===== src/rtl/pp_ctrl_pkg.sv =====
// Shared opcodes and FSM encoding for the ping-pong sequencer.
// Latency: n/a (declarations only).
// Backpressure: n/a.
package pp_ctrl_pkg;

    localparam logic [2:0] OP_NOP    = 3'd0;
    localparam logic [2:0] OP_START  = 3'd1;
    localparam logic [2:0] OP_STOP   = 3'd2;
    localparam logic [2:0] OP_STEP   = 3'd3;
    localparam logic [2:0] OP_SET_LO = 3'd4;
    localparam logic [2:0] OP_SET_HI = 3'd5;
    localparam logic [2:0] OP_SET_DIV = 3'd6;
    localparam logic [2:0] OP_CLEAR  = 3'd7;

    typedef enum logic [1:0] {
        ST_IDLE = 2'd0,
        ST_RUN  = 2'd1,
        ST_STEP = 2'd2
    } state_e;

endpackage


===== src/rtl/ping_pong_sequencer_if.sv =====
// Command port plus counter status bundle of the ping-pong sequencer.
// Latency: n/a (wires only).
// Backpressure: cmd_ready gates command acceptance.
interface ping_pong_sequencer_if #(
    parameter int WIDTH = 4
);
    logic             cmd_valid;
    logic             cmd_ready;
    logic [2:0]       cmd_op;
    logic [7:0]       cmd_arg;
    logic [WIDTH-1:0] count;
    logic             direction;
    logic             running;
    logic             bounce;
    logic             err;

    modport master (
        output cmd_valid, cmd_op, cmd_arg,
        input  cmd_ready, count, direction, running, bounce, err
    );

    modport slave (
        input  cmd_valid, cmd_op, cmd_arg,
        output cmd_ready, count, direction, running, bounce, err
    );
endinterface


===== src/rtl/ping_pong_core.sv =====
// Bounded up/down counter that turns around at lo/hi and clamps out-of-range values.
// Latency: one cycle from adv/clr to count/direction/bounce.
// Backpressure: none; adv and clr are consumed every cycle they are high.
module ping_pong_core #(
    parameter int WIDTH = 4
) (
    input  logic             clk,
    input  logic             rst_n,
    input  logic             adv,
    input  logic             clr,
    input  logic [WIDTH-1:0] lo,
    input  logic [WIDTH-1:0] hi,
    output logic [WIDTH-1:0] count,
    output logic             direction,
    output logic             bounce
);

    always_ff @(posedge clk) begin
        if (!rst_n) begin
            count     <= '0;
            direction <= 1'b1;
            bounce    <= 1'b0;
        end else begin
            bounce <= 1'b0;
            if (clr) begin
                count     <= lo;
                direction <= 1'b1;
            end else if (adv) begin
                if (count > hi) begin
                    count     <= hi;
                    direction <= 1'b0;
                end else if (count < lo) begin
                    count     <= lo;
                    direction <= 1'b1;
                end else if (lo == hi) begin
                    // Zero-width window: nowhere to move, and hi-1/lo+1 would leave it.
                    count <= count;
                end else if (direction && (count == hi)) begin
                    count     <= hi - 1'b1;
                    direction <= 1'b0;
                    bounce    <= 1'b1;
                end else if (!direction && (count == lo)) begin
                    count     <= lo + 1'b1;
                    direction <= 1'b1;
                    bounce    <= 1'b1;
                end else if (direction) begin
                    count <= count + 1'b1;
                end else begin
                    count <= count - 1'b1;
                end
            end
        end
    end

endmodule


===== src/rtl/ping_pong_sequencer.sv =====
// Command decoder, bound/prescaler registers and IDLE/RUN/STEP FSM around ping_pong_core.
// Latency: accepted command visible on outputs one cycle later.
// Backpressure: cmd_ready drops for the single STEP cycle only.
module ping_pong_sequencer
    import pp_ctrl_pkg::*;
#(
    parameter int WIDTH = 4,
    parameter int DIV_W = 8
) (
    input  logic                  clk,
    input  logic                  rst_n,
    ping_pong_sequencer_if.slave  bus
);

    state_e             state, state_n;
    logic [WIDTH-1:0]   lo, lo_n, hi, hi_n;
    logic [DIV_W-1:0]   div, div_n, presc, presc_n;
    logic               err_n, adv, clr, acc, tick;

    assign bus.cmd_ready = (state != ST_STEP);
    assign bus.running   = (state == ST_RUN);
    assign acc           = bus.cmd_valid & bus.cmd_ready;
    assign tick          = (presc == div);

    always_ff @(posedge clk) begin
        if (!rst_n) begin
            state   <= ST_IDLE;
            lo      <= '0;
            hi      <= '1;
            div     <= '0;
            presc   <= '0;
            bus.err <= 1'b0;
        end else begin
            state   <= state_n;
            lo      <= lo_n;
            hi      <= hi_n;
            div     <= div_n;
            presc   <= presc_n;
            bus.err <= err_n;
        end
    end

    always_comb begin
        state_n = state;
        lo_n    = lo;
        hi_n    = hi;
        div_n   = div;
        presc_n = '0;
        err_n   = 1'b0;
        adv     = 1'b0;
        clr     = 1'b0;
        case (state)
            ST_IDLE: begin
                if (acc) begin
                    case (bus.cmd_op)
                        OP_START:   if (lo < hi) state_n = ST_RUN; else err_n = 1'b1;
                        OP_STEP:    state_n = ST_STEP;
                        OP_SET_LO:  lo_n  = bus.cmd_arg[WIDTH-1:0];
                        OP_SET_HI:  hi_n  = bus.cmd_arg[WIDTH-1:0];
                        OP_SET_DIV: div_n = bus.cmd_arg[DIV_W-1:0];
                        OP_CLEAR:   clr   = 1'b1;
                        default:    ;
                    endcase
                end
            end
            ST_RUN: begin
                // STOP/CLEAR take effect immediately and pre-empt a coincident tick.
                if (acc && (bus.cmd_op == OP_STOP)) begin
                    state_n = ST_IDLE;
                end else if (acc && (bus.cmd_op == OP_CLEAR)) begin
                    clr     = 1'b1;
                    state_n = ST_IDLE;
                end else begin
                    adv     = tick;
                    presc_n = tick ? '0 : presc + 1'b1;
                    if (acc && (bus.cmd_op inside {OP_STEP, OP_SET_LO, OP_SET_HI, OP_SET_DIV}))
                        err_n = 1'b1;
                end
            end
            ST_STEP: begin
                adv     = 1'b1;
                state_n = ST_IDLE;
            end
            default: state_n = ST_IDLE;
        endcase
    end

    ping_pong_core #(.WIDTH(WIDTH)) u_core (
        .clk       (clk),
        .rst_n     (rst_n),
        .adv       (adv),
        .clr       (clr),
        .lo        (lo),
        .hi        (hi),
        .count     (bus.count),
        .direction (bus.direction),
        .bounce    (bus.bounce)
    );

endmodule


===== src/flat_wrapper.sv =====
// flat-port wrapper written by rule: the top's interface ports become plain ports
module ping_pong_sequencer_flat import pp_ctrl_pkg::*;
#(
    parameter int WIDTH = 4,
    parameter int DIV_W = 8
)
  (clk, rst_n, bus_cmd_valid, bus_cmd_op, bus_cmd_arg, bus_cmd_ready, bus_count, bus_direction, bus_running, bus_bounce, bus_err);
  ping_pong_sequencer_if #(.WIDTH(WIDTH)) bus_i ();
  input  logic clk;
  input  logic rst_n;
  input wire logic [$bits(bus_i.cmd_valid)-1:0] bus_cmd_valid;
  input wire logic [$bits(bus_i.cmd_op)-1:0] bus_cmd_op;
  input wire logic [$bits(bus_i.cmd_arg)-1:0] bus_cmd_arg;
  output wire logic [$bits(bus_i.cmd_ready)-1:0] bus_cmd_ready;
  output wire logic [$bits(bus_i.count)-1:0] bus_count;
  output wire logic [$bits(bus_i.direction)-1:0] bus_direction;
  output wire logic [$bits(bus_i.running)-1:0] bus_running;
  output wire logic [$bits(bus_i.bounce)-1:0] bus_bounce;
  output wire logic [$bits(bus_i.err)-1:0] bus_err;
  assign bus_i.cmd_valid = bus_cmd_valid;
  assign bus_i.cmd_op = bus_cmd_op;
  assign bus_i.cmd_arg = bus_cmd_arg;
  assign bus_cmd_ready = bus_i.cmd_ready;
  assign bus_count = bus_i.count;
  assign bus_direction = bus_i.direction;
  assign bus_running = bus_i.running;
  assign bus_bounce = bus_i.bounce;
  assign bus_err = bus_i.err;
  ping_pong_sequencer #(.WIDTH(WIDTH), .DIV_W(DIV_W)) u_core (.clk(clk), .rst_n(rst_n), .bus(bus_i));
endmodule

===== config.mk =====
export PLATFORM = sky130hd
export DESIGN_NAME = ping_pong_sequencer_flat
export DESIGN_NICKNAME = d
export VERILOG_FILES = /design/src/rtl/pp_ctrl_pkg.sv /design/src/rtl/ping_pong_sequencer_if.sv /design/src/rtl/ping_pong_core.sv /design/src/rtl/ping_pong_sequencer.sv /design/src/flat_wrapper.sv
export SDC_FILE = /design/constraint.sdc
export NUM_CORES = 1
export LEC_CHECK = 0
export ABC_AREA = 0
export CAP_MARGIN = 20
export CORE_ASPECT_RATIO = 1.5
export CORE_MARGIN = 2
export CORE_UTILIZATION = 56
export CTS_CLUSTER_DIAMETER = 30
export DETAILED_ROUTE_END_ITERATION = 8
export MAX_ROUTING_LAYER = met4
export PLACE_DENSITY = 0.78
export SKIP_CTS_REPAIR_TIMING = 1
export SYNTH_ARGS = -nofsm -noshare
export SYNTH_HDL_FRONTEND = slang
export SYNTH_SLANG_ARGS = --single-unit

===== constraint.sdc =====
create_clock -name clk -period 3.3 [get_ports clk]
set_clock_uncertainty 0.2 [all_clocks]
set_input_delay 0.33 -clock clk [delete_from_list [all_inputs] [get_ports clk]]
set_output_delay 0.33 -clock clk [all_outputs]
set_load 0.02 [all_outputs]

==> key figures, run 1 <==
Outcome
  – Outcome: finished clean

Routing
  – Vias per inst: around 6
  – Drt first-iter violations: 58
  – DR WL/cell: 15.4 um
  – Detailed Routing Iterations Pass 1: 4
  – Drt total wl: 4890 um
  – Routed Antenna Nets: 0
  – DRC viols: 0
  – DR vias: 1869

CTS
  – Clk slew on worst S/H paths: 0.07 ns
  – H-tree depth: 2
  – # clock sinks: 33
  – Clk root buf: clkbuf_8
  – CTS tree: yes
  – TritonCTS buffer count: 5
  – Max clock buf depth: 2
  – Clock Latency Late Sink: 0.29 ns

Synth
  – Syn_area_per_cell: 8.47 um^2
  – Synthesized net count: 284
  – Sequential share of the synthesized area: 31.3%
  – Post-Synthesis Cells: 249
  – YS warnings: 0
  – Yosys cell types: 40
  – Yosys top cell by area: dfxtp_1
  – Synth top area share: around 31%
  – Register bit total from synthesis: 33
  – Leading post-synthesis cells by cell area: dfxtp_1 (31%), ha_1 (12%), mux2i_1 (6.6%), xnor2_1 (6.2%), nor2_1 (5.0%)
  – Synthesized area: 0.00211 mm^2

GRT
  – Global Route Usage Sum: 26.3%
  – Largest net degree at the start of global routing: 18
  – Grt ovf: 0
  – Met1 Use GR: 24.8%
  – Busiest grt layer: met2
  – First-pass GRT wire length: 8110 um
  – Initial antenna violation count: 0
  – Met2 Usage GRT: 47.8%
  – Vias in the first global route: 1856
  – Met3 usage in global routing: 5.83%

Worst hold path
  – Hold Crit Endpoint: u_core.state[0]$_SDFFE_PN0P_
  – WHS Path Cells: 2
  – Hold/Removal Path Class: register to register
  – Worst Hold Launch: u_core.state[0]$_SDFFE_PN0P_

Final layout
  – Fill count: approximately 330
  – Final #Nets: 309
  – Layout Cells excl Fill: 318
  – Final Util: between 60% and 70%
  – N_diodes: 0
  – Final Instance Area: between 0.002 and 0.0025 mm^2
  – Synth-to-layout area growth: 16.4%
  – Share of layout cells above drive strength 1: 3.64%

Floorplan
  – Die Ht: 79.2 um
  – Chip Width: 54.1 um
  – Core area: 0.00365 mm^2
  – Starting density of the core: 57.8%
  – Total Die Area: 0.00428 mm^2
  – Num rows: 27
  – I/O pins: 23

Setup path
  – CP arrival: 2.58 ns
  – R2R Path Start: u_core.u_core.count[0]$_SDFFE_PN0P_
  – Worst Setup End Kind: register
  – Critical-path maximum fanout: 7
  – CP Launch Type: register
  – Worst setup path category: register to register
  – CP required: 3.31 ns
  – R2R Setup Slk: 0.73 ns
  – FF-to-FF path depth: 8
  – FF-to-FF End: u_core.u_core.count[1]$_SDFFE_PN0P_

STA
  – Worst-Margin Slew: 0.652 ns
  – RSZ-0062 raised after global routing: false
  – Final setup viols: 0
  – Final setup TNS: 0 ns
  – Slew margin rel.: between 50% and 60%
  – Period minus WS final: 2.57 ns
  – Fin crit share: 77.8%
  – Fmax: 0.389 GHz
  – Slew Viols, Final: 0
  – Final hold violations: 0

Power
  – PD cells: 354 mW/mm^2
  – Maximum VDD drop: 0.418 mV
  – Leakage power: between 0.9 and 1 nW

Placement
  – Placer Congestion: between 0.9 and 1
  – DP Area: 0.00238 mm^2
  – Cells after DPL: 310
  – Number of I/O port buffers: 22
  – Detailed placer's ending HPWL: 3890 um

Flow run
  – Max cap viols: 0
==> cell type report <==
class	count	area [um^2]	area share (%)
Sequential cell	33	661	26.9
Multi-Input combinational cell	192	1360	55.3
Timing Repair Buffer	24	235	9.58
Tap cell	43	53.8	2.19
Inverter	18	67.6	2.75
Clock buffer	8	80.1	3.26
==> worst max-delay path by stage <==
stage                                                   start                                   to  slack [ns]  cells past startpoint
after floorplan           u_core.u_core.count[0]$_SDFFE_PN0P_  u_core.u_core.count[2]$_SDFFE_PN0P_        0.80                      8
after global placement                          bus_cmd_op[2]  u_core.u_core.count[2]$_SDFFE_PN0P_        0.68                      7
after detailed placement                        bus_cmd_op[2]  u_core.u_core.count[2]$_SDFFE_PN0P_        0.63                      7
after CTS                 u_core.u_core.count[0]$_SDFFE_PN0P_  u_core.u_core.count[1]$_SDFFE_PN0P_        0.75                      8
after global routing                u_core.lo[1]$_SDFFE_PN0P_  u_core.u_core.count[3]$_SDFFE_PN0P_        0.52                      8
final                     u_core.u_core.count[0]$_SDFFE_PN0P_  u_core.u_core.count[1]$_SDFFE_PN0P_        0.73                      8
==> sequential cells by signal, summed over array words and instances (netlist names) <==
| signal | flops |
|---|---|
| u_core.bus.err | 1 |
| u_core.div | 8 |
| u_core.hi | 4 |
| u_core.lo | 4 |
| u_core.presc | 8 |
| u_core.state | 2 |
| u_core.u_core.bounce | 1 |
| u_core.u_core.count | 4 |
| u_core.u_core.direction | 1 |
==> per-stage QoR <==
step / power, mW / hold WS (ns) / setup slack, ns
CTS: 0.875 / 0.275 / 0.754
global route: 0.909 / 0.314 / 0.515
detailed placement: 0.589 / 0.266 / 0.627
finish: 0.870 / 0.273 / 0.731
floorplan: 0.534 / 0.249 / 0.795
global placement: 0.586 / 0.260 / 0.677
==> power by group <==
part	internal [mW]	switching (mW)
logic	0.0704	0.0903
registers	0.410	0.0118
clock network	0.150	0.138
total	0.630	0.241
==> worst max-delay path, stage by stage (launching register included) <==
cell	delay, ns
dfxtp_1	0.47
inv_1	0.13
ha_1	0.29
nor2b_1	0.16
and4_1	0.37
a21oi_1	0.12
a221o_1	0.34
a221o_1	0.29
a31oi_1	0.12
==> per-layer routing <==
metal / vias to the layer above / part of all wire (%)
met5: - / 0
met4: 0 / 3.1
met3: 15 / 3.2
met2: 46 / 55
met1: 872 / 39
li1: 936 / -
==> cells in the mapped netlist <==
master / n
a31o_2: 2
o32a_1: 1
a221oi_1: 1
a211o_1: 1
nand4_1: 8
nand3b_1: 1
a221o_1: 2
inv_1: 17
nand2_1: 22
and2_1: 1
a211oi_1: 2
o31a_1: 2
ha_1: 20
o311ai_0: 1
a21oi_1: 13
and2_0: 1
o211ai_1: 7
xor2_1: 7
o22ai_1: 1
o21ai_0: 2
nand3_1: 12
nor2b_1: 4
a311o_1: 1
and3_1: 4
and2b_1: 1
fa_1: 1
and4_1: 2
nor2_1: 28
o21bai_4: 1
xnor2_1: 15
clkinv_1: 1
mux2i_1: 14
o2111ai_1: 2
dfxtp_1: 33
a311oi_1: 1
clkbuf_1: 6
or3_1: 2
nor3_1: 3
a31oi_1: 4
a21o_1: 2
==> cell usage in the layout, fill, tap and decap left out, types with 3 or more instances in the layout <==
cell type | Yosys | routed
inv_1 | 17 | 17
a31oi_1 | 4 | 4
nand4_1 | 8 | 8
ha_1 | 20 | 20
nor2b_1 | 4 | 4
and3_1 | 4 | 4
mux2i_1 | 14 | 14
clkbuf_1 | 6 | 3
nor3_1 | 3 | 3
nand2_1 | 22 | 22
clkdlybuf4s50_1 | 0 | 22
xor2_1 | 7 | 7
o211ai_1 | 7 | 7
nor2_1 | 28 | 28
nand3_1 | 12 | 12
dfxtp_1 | 33 | 33
xnor2_1 | 15 | 15
clkbuf_8 | 0 | 5
a21oi_1 | 13 | 13
==> cell families after synthesis <==
group | Yosys count | share of synthesized area (%)
compound gates | 46 | 15.9
xor+xnor | 22 | 9.13
fa+ha+maj | 21 | 12.8
buf+inv | 24 | 4.27
flops | 33 | 31.3
mux | 14 | 6.64
simple gates | 89 | 19.9
Power figures use the tool's default switching activity.
==> inputs of run 2 (changes only) <==
--- a/config.mk
+++ b/config.mk
@@ -9,11 +9,11 @@
 export CAP_MARGIN = 20
 export CORE_ASPECT_RATIO = 1.5
 export CORE_MARGIN = 2
-export CORE_UTILIZATION = 56
+export CORE_UTILIZATION = 51
 export CTS_CLUSTER_DIAMETER = 30
 export DETAILED_ROUTE_END_ITERATION = 8
 export MAX_ROUTING_LAYER = met4
-export PLACE_DENSITY = 0.78
+export PLACE_DENSITY = 0.75
 export SKIP_CTS_REPAIR_TIMING = 1
 export SYNTH_ARGS = -nofsm -noshare
 export SYNTH_HDL_FRONTEND = slang
==> constraint.sdc (replaced) <==
create_clock -name clk -period 2.17 [get_ports clk]
set_clock_uncertainty 0.2 [all_clocks]
set_input_delay 0.217 -clock clk [delete_from_list [all_inputs] [get_ports clk]]
set_output_delay 0.217 -clock clk [all_outputs]
set_load 0.02 [all_outputs]
==> run 2 against run 1 <==
Effect of this change: the flow now finishes with violations (negative setup slack); first-iteration DRC count is 14% higher; critical path depth is the same; global-route usage is 1.0 points lower; critical path type unchanged; largest power group unchanged.
==> key figures, run 2 (synthesized netlist as in run 1, its figures left out) <==
Setup path
  – Slowest stage delay, CP: 0.39 ns
  – R2R Setup Slk: -0.14 ns
  – CP Launch Type: register
  – Origin of the worst setup path: u_core.state[1]$_SDFFE_PN0P_
  – Stages on worst setup path: 8
  – CP arrival: ~2.3 ns
  – Crit path capture: u_core.u_core.count[2]$_SDFFE_PN0P_
  – Crit path cell chain: inv_2 -> ha_4 -> inv_2 -> a311o_1 -> o32a_1 -> o21bai_4 -> and3_4 -> o31a_1
  – Worst Setup End Kind: register
  – Slowest cell on the critical path: o32a_1
  – Cell family with most CP delay: compound AO/OA/AOI/OAI gates
  – Worst setup path category: register to register
  – Buf+Inv Stages, Crit Path: 2
  – R2R Path Start: u_core.state[1]$_SDFFE_PN0P_
  – Critical-path maximum fanout: 7
  – FF-to-FF End: u_core.u_core.count[2]$_SDFFE_PN0P_
  – CP required: 2.15 ns
  – FF-to-FF path depth: 8
  – Top cell by count, worst path: inv_2

STA
  – Setup WS post-layout: -0.142 ns
  – Fmax: 0.432 GHz
  – Final setup viols: 5
  – Fin crit share: 107%
  – Slew Viols, Final: 0
  – Final hold violations: 0
  – RSZ-0062 raised after global routing: true
  – Worst-Margin Slew: 0.723 ns
  – Slew margin rel.: 51.6%
  – Period minus WS final: 2.31 ns

GRT
  – Vias in the first global route: 2091
  – Largest net degree at the start of global routing: 18
  – Initial antenna violation count: 0
  – Grt ovf: 0
  – First-pass GRT wire length: approximately 8900 um
  – Global Route Usage Sum: 25.3%

CTS
  – Max clock buf depth: 2
  – # clock sinks: 33
  – CTS tree: yes
  – Clk root buf: clkbuf_8
  – TritonCTS buffer count: 5
  – Clock Latency Late Sink: 0.28 ns
  – H-tree depth: 2
  – Clk slew on worst S/H paths: around 0.07 ns

Outcome
  – Outcome: complete, but fails checks
  – Failing checks: negative setup slack

Power
  – Leakage power: 1.22 nW
  – PD cells: 504 mW/mm^2
  – Total power: 1.50 mW
  – Maximum VDD drop: 0.525 mV

Flow run
  – Max cap viols: 0

Routing
  – Drt first-iter violations: 66
  – Vias per inst: 5.76
  – Drt total wl: 5670 um
  – Routed Antenna Nets: 0
  – Detailed Routing Iterations Pass 1: 4
  – DR vias: about 2100
  – DRC viols: 0
  – DR WL/cell: 15.6 um

Worst hold path
  – Hold/Removal Path Class: register to register

Floorplan
  – Num rows: 28
  – Total Die Area: between 0.004 and 0.005 mm^2
  – Core area: 0.00396 mm^2
  – Starting density of the core: 53.3%
  – I/O pins: 23
  – Chip Width: 56.5 um
  – Die Ht: 82.8 um

Placement
  – DP Area: about 0.0028 mm^2
  – Placer Congestion: 0.911
  – Number of I/O port buffers: 22
  – Detailed placer's ending HPWL: roughly 4300 um

Final layout
  – Fill count: between 200 and 300
  – Largest regs: u_core.div x8, u_core.presc x8
  – Most common cell after layout, fill and taps aside: buf_4
  – Final #Nets: 353
  – Final Instance Area: ~0.0030 mm^2
  – FF/Latch Area: 678 um^2
  – Commonest cells after routing, fill and taps aside: buf_4 (44), nor2_1 (27), dfxtp_1 (25)
  – N_diodes: 0
  – Share of layout cells above drive strength 1: between 20 and 30%
  – Synth-to-layout area growth: 41.2%
  – Area occupied by multi-input gates: 0.00149 mm^2
-- run 2: changes by cell type in the layout (fill, tap and decap cells not counted), sizes merged --
cell / previous run / this run
clkbuf: 8 / 7
clkinv: 1 / 2
buf: 2 / 46
-- run 2: tightest hold or removal path, delay by kind of cell (launching register included) --
family	cells	cell delay (ns)
simple gates	1	0.05
compound gates	1	0.05
flops	1	0.33
-- run 2: per-stage QoR --
| stage | utilization [%] | setup TNS, ns | hold WS, ns | setup slack, ns | std cells |
|---|---|---|---|---|---|
| 2_1_floorplan | - | -0.0223 | 0.156 | -0.0133 | 249 |
| 3_3_place_gp | 70.4 | -0.691 | 0.255 | -0.208 | 355 |
| 3_5_place_dp | 70.4 | -1.32 | 0.265 | -0.305 | 355 |
| 4_1_cts | 72.9 | -0.472 | 0.273 | -0.137 | 363 |
| 5_1_grt | 75.2 | -0.970 | 0.294 | -0.212 | 364 |
| 6_report | 75.2 | -0.557 | 0.266 | -0.142 | 364 |
-- run 2: worst min-delay path by stage --
stage / from / to / slack, ns / cells after the start
floorplan: bus_cmd_arg[0] / u_core.hi[0]$_SDFFE_PN1P_ / 0.16 / 2
global placement: u_core.state[0]$_SDFFE_PN0P_ / u_core.state[0]$_SDFFE_PN0P_ / 0.26 / 2
detailed placement: u_core.state[1]$_SDFFE_PN0P_ / u_core.state[1]$_SDFFE_PN0P_ / 0.26 / 2
CTS: u_core.state[1]$_SDFFE_PN0P_ / u_core.state[1]$_SDFFE_PN0P_ / 0.27 / 2
global route: u_core.state[0]$_SDFFE_PN0P_ / u_core.state[0]$_SDFFE_PN0P_ / 0.29 / 2
finish: u_core.state[1]$_SDFFE_PN0P_ / u_core.state[1]$_SDFFE_PN0P_ / 0.27 / 2
-- run 2: cell type report --
class                   instances  share of cell area, %
flip-flops and latches         33                   22.8
inverters                      18                   2.27
multi-input cells             192                   50.1
clock buffers                   7                   3.24
repair buffers                 68                   19.5
clock inverters                 1                  0.168
well taps                      45                   1.89
-- run 2: metal layers --
| layer | part of all wire (%) | vias to the layer above | track usage [%] |
|---|---|---|---|
| met5 | 0 | - | - |
| met4 | 4.9 | 0 | 14.3 |
| met1 | 37 | 984 | 23.4 |
| met3 | 3.5 | 23 | 3.41 |
| met2 | 54 | 67 | 49.5 |
| li1 | - | 1024 | - |
-- run 2: power by group --
group	internal (mW)	switching [mW]
combinational	0.185	0.180
clock	0.286	0.215
sequential	0.621	0.0129
total	1.09	0.408
